[config.mk]
export PLATFORM = sky130hd
export DESIGN_NAME = lcd_hd44780_nibble_if
export DESIGN_NICKNAME = d
export VERILOG_FILES = /design/src/rtl/lcd_hd44780_nibble_if.sv
export SDC_FILE = /design/constraint.sdc
export NUM_CORES = 1
export LEC_CHECK = 0
export BUFFER_PORTS_ARGS = -buffer_cell sky130_fd_sc_hd__clkbuf_2
export CORE_ASPECT_RATIO = 1.25
export CORE_MARGIN = 8
export CORE_UTILIZATION = 60
export DETAILED_ROUTE_END_ITERATION = 8
export GPL_ROUTABILITY_DRIVEN = 0
export PLACE_DENSITY_LB_ADDON = 0.15
export SLEW_MARGIN = 10
export SYNTH_ARGS = -nofsm -noshare
export SYNTH_HDL_FRONTEND = slang
export SYNTH_SLANG_ARGS = --single-unit
[constraint.sdc]
create_clock -name clk -period 2.4 [get_ports clk]
set_clock_uncertainty 0.15 [all_clocks]
set_input_delay 0.48 -clock clk [delete_from_list [all_inputs] [get_ports clk]]
set_output_delay 0.48 -clock clk [all_outputs]
set_load 0.02 [all_outputs]
[src/rtl/lcd_hd44780_nibble_if.sv]
// HD44780 4-bit mode front end: power-on init, then RS+byte requests split
// into high/low nibbles with E pulse and execution-wait timing.
module lcd_hd44780_nibble_if #(
    parameter int E_HIGH_CYCLES       = 24,
    parameter int CMD_WAIT_CYCLES     = 2000,
    parameter int CLEAR_WAIT_CYCLES   = 82000,
    parameter int INIT_WAIT_CYCLES    = 205000,
    parameter int POWERUP_WAIT_CYCLES = 750000,
    parameter int CNT_W               = 20
) (
    input  logic       clk,
    input  logic       rst_n,
    input  logic       in_valid,
    output logic       in_ready,
    input  logic       in_rs,
    input  logic [7:0] in_data,
    output logic       init_done,
    output logic       lcd_rs,
    output logic       lcd_e,
    output logic [3:0] lcd_d
);

    typedef enum logic [2:0] {
        PWRUP, INIT, IDLE, SETUP, EHIGH, ELOW, WAIT
    } state_t;

    // Counter load values are N-1 so a parameter N yields exactly N cycles.
    localparam logic [CNT_W-1:0] C_EH   = CNT_W'(E_HIGH_CYCLES - 1);
    localparam logic [CNT_W-1:0] C_CMD  = CNT_W'(CMD_WAIT_CYCLES - 1);
    localparam logic [CNT_W-1:0] C_CLR  = CNT_W'(CLEAR_WAIT_CYCLES - 1);
    localparam logic [CNT_W-1:0] C_INIT = CNT_W'(INIT_WAIT_CYCLES - 1);
    localparam logic [CNT_W-1:0] C_PWR  = CNT_W'(POWERUP_WAIT_CYCLES - 1);
    localparam logic [3:0]       LAST_INIT = 4'd8;

    state_t           r_state;
    logic [CNT_W-1:0] r_cnt;
    logic [3:0]       r_idx;
    logic [3:0]       r_lo_nib;
    logic             r_lo_pend;
    logic [CNT_W-1:0] r_wait;
    logic             r_ready;
    logic             r_done;
    logic             r_rs;
    logic             r_e;
    logic [3:0]       r_d;

    logic [7:0]       w_init_d;
    logic [CNT_W-1:0] w_init_wait;
    logic             w_init_byte;

    function automatic logic [CNT_W-1:0] f_wait(input logic rs, input logic [7:0] d);
        if (!rs && (d == 8'h01 || d == 8'h02 || d == 8'h03))
            return C_CLR;
        return C_CMD;
    endfunction

    // Items 0..3 are lone nibbles (in bits 7:4), items 4..8 are full bytes.
    always_comb begin
        w_init_d    = 8'h00;
        w_init_wait = C_CMD;
        w_init_byte = (r_idx >= 4'd4);
        case (r_idx)
            4'd0:    begin w_init_d = 8'h30; w_init_wait = C_INIT; end
            4'd1:    begin w_init_d = 8'h30; w_init_wait = C_INIT; end
            4'd2:    w_init_d = 8'h30;
            4'd3:    w_init_d = 8'h20;
            4'd4:    w_init_d = 8'h28;
            4'd5:    w_init_d = 8'h08;
            4'd6:    w_init_d = 8'h01;
            4'd7:    w_init_d = 8'h06;
            4'd8:    w_init_d = 8'h0C;
            default: w_init_d = 8'h00;
        endcase
        if (w_init_byte)
            w_init_wait = f_wait(1'b0, w_init_d);
    end

    always_ff @(posedge clk or negedge rst_n) begin
        if (!rst_n) begin
            r_state   <= PWRUP;
            r_cnt     <= C_PWR;
            r_idx     <= 4'd0;
            r_lo_nib  <= 4'h0;
            r_lo_pend <= 1'b0;
            r_wait    <= '0;
            r_ready   <= 1'b0;
            r_done    <= 1'b0;
            r_rs      <= 1'b0;
            r_e       <= 1'b0;
            r_d       <= 4'h0;
        end else begin
            case (r_state)
                PWRUP: begin
                    if (r_cnt == '0) r_state <= INIT;
                    else             r_cnt   <= r_cnt - 1'b1;
                end
                INIT: begin
                    r_rs      <= 1'b0;
                    r_d       <= w_init_d[7:4];
                    r_lo_nib  <= w_init_d[3:0];
                    r_lo_pend <= w_init_byte;
                    r_wait    <= w_init_wait;
                    r_state   <= SETUP;
                end
                IDLE: begin
                    if (in_valid && r_ready) begin
                        r_ready   <= 1'b0;
                        r_rs      <= in_rs;
                        r_d       <= in_data[7:4];
                        r_lo_nib  <= in_data[3:0];
                        r_lo_pend <= 1'b1;
                        r_wait    <= f_wait(in_rs, in_data);
                        r_state   <= SETUP;
                    end
                end
                SETUP: begin
                    r_e     <= 1'b1;
                    r_cnt   <= C_EH;
                    r_state <= EHIGH;
                end
                EHIGH: begin
                    if (r_cnt == '0) begin
                        r_e     <= 1'b0;
                        r_cnt   <= C_EH;
                        r_state <= ELOW;
                    end else begin
                        r_cnt <= r_cnt - 1'b1;
                    end
                end
                ELOW: begin
                    if (r_cnt == '0) begin
                        if (r_lo_pend) begin
                            r_lo_pend <= 1'b0;
                            r_d       <= r_lo_nib;
                            r_state   <= SETUP;
                        end else begin
                            r_cnt   <= r_wait;
                            r_state <= WAIT;
                        end
                    end else begin
                        r_cnt <= r_cnt - 1'b1;
                    end
                end
                WAIT: begin
                    if (r_cnt != '0) begin
                        r_cnt <= r_cnt - 1'b1;
                    end else if (r_done) begin
                        r_ready <= 1'b1;
                        r_state <= IDLE;
                    end else if (r_idx == LAST_INIT) begin
                        // init_done and the first in_ready rise together
                        r_done  <= 1'b1;
                        r_ready <= 1'b1;
                        r_state <= IDLE;
                    end else begin
                        r_idx   <= r_idx + 4'd1;
                        r_state <= INIT;
                    end
                end
                default: r_state <= PWRUP;
            endcase
        end
    end

    assign in_ready  = r_ready;
    assign init_done = r_done;
    assign lcd_rs    = r_rs;
    assign lcd_e     = r_e;
    assign lcd_d     = r_d;

endmodule

==> run_results.csv <==
group,metric,value,unit
yosys,syn_inst,329,
place,dp_hpwl,5600,um
sta,fin_crit,2310,ps
clock_network,clock-sinks,47,
cells_and_area,syn_to_final_growth,14.6,%
floorplan,start_util,62.3,%
worst_setup_path,critPathArrivalTime,2320,ps
sta,slew_headroom,62.0,%
floorplan,die_x,78.7,um
yosys,yosys-top-cells-area,"dfrtp_1 (29%), dfstp_2 (12%), a21oi_1 (5.3%)",
power,leakagePower,1.60,nW
yosys,synth_fp_nets,347,
worst_setup_path,cp-end-kind,"flop",
sta,fin_ws,87.0,ps
yosys,synth-seq-cells,47,
clock_network,cts_buffer_depth,2,
min_path,hp-class,"input pin to async pin",
floorplan,io_pins,20,
global_route,grt_pass1_vias,2706,
route,drtIter0Drc,264,
yosys,synth-main-ff-cell,"dfrtp_1",
yosys,netlist.area_leader.share,28.9,%
sta,final-setup-viol-count,0,
worst_setup_path,r2r_slack,90,ps
yosys,netlist_area,0.00295,mm2
yosys,synth_cell_types,63,
cells_and_area,drive_above_1_share,25.6,%
global_route,grt_use_total,21.0,%
cells_and_area,post-route-util,71.4,%
sta,fmax,0.432,GHz
run_status,outcome,"completed",
yosys,postSynth.asyncResetShare,100,%
global_route,grt_max_degree,48,
yosys,synth_area_per_cell,8.96,um2
global_route,grt-ovfl-total,0,
sta,slew_violations,0,
yosys,synth_area_leader_cell,"dfrtp_1",
cells_and_area,n_antenna_cell,0,
floorplan,dieArea,0.00743,mm2
route,wire_per_inst,18.2,um
worst_setup_path,worst-path-max-fanout,5,
route,vias,2788,
worst_setup_path,worstSetupPathType,"flop to flop",
yosys,synth_edf_count,0,
route,postRouteAntennaNets,0,
route,drc,0,
route,wirelength,7840,um
yosys,ys.warnings.count,0,
clock_network,cts.clk_slew.worst_paths,90,ps
worst_setup_path,worstPathRequired,2410,ps
place,dp_slack,-25.2,ps
sta,worst-slew-pin-transition,569,ps
sta,period_share,96.4,%
power,p_per_area,393,mW/mm2
sta,hold_violations,0,
global_route,grt_pass1_wl,12600,um
sta,rsz0062_at_grt,"false",
power,vdd_drop_max,282,uV
clock_network,tritoncts,"done",
clock_network,cts_made_buffers,5,
clock_network,clockRootBuffer,"clkbuf_8",
floorplan,die_h,94.4,um
yosys,synth.yosys.seq_area_share,40.4,%
cells_and_area,final_nets,388,
clock_network,clkLatencyLatePin,310,ps
cells_and_area,nFillCells,382,
floorplan,core-area,0.00473,mm2
power,finalPower,0.00133,W
place,io_buffers,19,
route,drt-vias-per-instance,6.47,
sta,finalHoldWorstSlack,102,ps
run,drv_cap,0,
global_route,grt_antenna_before_repair,0,
route,firstDrtPassIters,5,
worst_setup_path,cp-start-kind,"flop",
floorplan,num_rows,28,
clock_network,htreeDepth,2,
[cell usage in the layout, fill, tap and decap left out, types with 7 or more instances in the layout]
cell type   n
dfrtp_1    34
nor2b_1     7
a21oi_1    30
inv_1       7
o21ai_0    16
nor3_1      8
nor2_1     31
clkbuf_2   19
nand2_1    41
dfstp_2    13
nand2b_1    8
nand3_1     8
buf_4      28
[per-stage QoR]
step	cell area (um2)	setup TNS, ps	instances
5_1_grt	3380	0	431
2_1_floorplan	2950	0	329
3_5_place_dp	3220	-25.2	419
6_report	3380	0	431
3_3_place_gp	3220	0	419
4_1_cts	3320	0	427
[metal layers]
layer / vias to the layer above / wire, um / track usage [%]
met5: - / 0 / 0
met4: 0 / 274 / 9.44
met1: 1349 / 3080 / 22.6
li1: 1308 / - / -
met3: 34 / 326 / 3.99
met2: 97 / 4160 / 39.0
[worst max-delay path, stage by stage, from the launching register on]
cell and delay [ps]:
dfstp_2 560, inv_1 70, ha_1 190, nor4b_4 140, and2_1 210, a21oi_1 490, nand2_1 100, a21oi_1 170
a311oi_1 80
[flip-flops by register name, summed over array words and instances (netlist names)]
signal,flops
r_cnt,20
lcd_rs,1
r_wait,7
r_lo_nib,4
init_done,1
in_ready,1
lcd_e,1
r_idx,4
r_lo_pend,1
r_state,3
lcd_d,4
[final cells by class]
| type | count | area, um2 | area share, % |
|---|---|---|---|
| Sequential cell | 47 | 1190 | 35.3 |
| Timing Repair Buffer | 47 | 305 | 9.04 |
| Inverter | 7 | 26.3 | 0.778 |
| Clock buffer | 5 | 68.8 | 2.04 |
| Tap cell | 60 | 75.1 | 2.22 |
| Clock inverter | 3 | 27.5 | 0.815 |
| Multi-Input combinational cell | 262 | 1680 | 49.8 |
[synthesized netlist by cell type (6+ instances only)]
| cell | instances |
|---|---|
| nand2_1 | 41 |
| dfrtp_1 | 34 |
| a21oi_1 | 31 |
| nor2_1 | 31 |
| o21ai_0 | 17 |
| dfstp_2 | 13 |
| nand3_1 | 9 |
| nor3_1 | 9 |
| nand2b_1 | 8 |
| inv_1 | 7 |
| nor2b_1 | 7 |
| nor4_1 | 7 |
| ha_1 | 6 |
| or4_1 | 6 |
[logic make-up after synthesis]
| family | after synthesis | synth area share (%) |
|---|---|---|
| buffers and inverters | 22 | 4.12 |
| xor gates and xnor gates | 3 | 0.892 |
| DFF | 47 | 40.5 |
| muxes | 6 | 2.21 |
| AOI/OAI and AO/OA | 101 | 22.5 |
| and+or+nand+nor | 144 | 27.3 |
| adders and majority gates | 6 | 2.55 |
[path summary, 6_finish.rpt]
check                            start          end  depth (start not counted)
hold / removal                   rst_n     r_cnt[4]                          2
hold reg to reg            r_lo_nib[2]  r_lo_nib[2]                          2
setup reg to reg              r_cnt[0]     r_cnt[4]                          8
max in group asynchronous        rst_n    r_cnt[13]                          2
setup / recovery              r_cnt[0]     r_cnt[4]                          8
min in group clk                 in_rs       lcd_rs                          2
[power breakdown]
part,leakage [nW],switching [W],internal (W)
Sequential,0.575,0,0.000792
Clock,0.0467,0.000292,0.000216
Combinational,0.983,0.0000196,0.00000788
[repair_timing]
item	in CTS	in global routing
endpoints found under the setup margin	1	10
buffers inserted	0	2
pin swaps	0	2
gates cloned	0	2
hold buffers	0	0
gates resized for setup	1	6
Power figures use the tool's default switching activity.
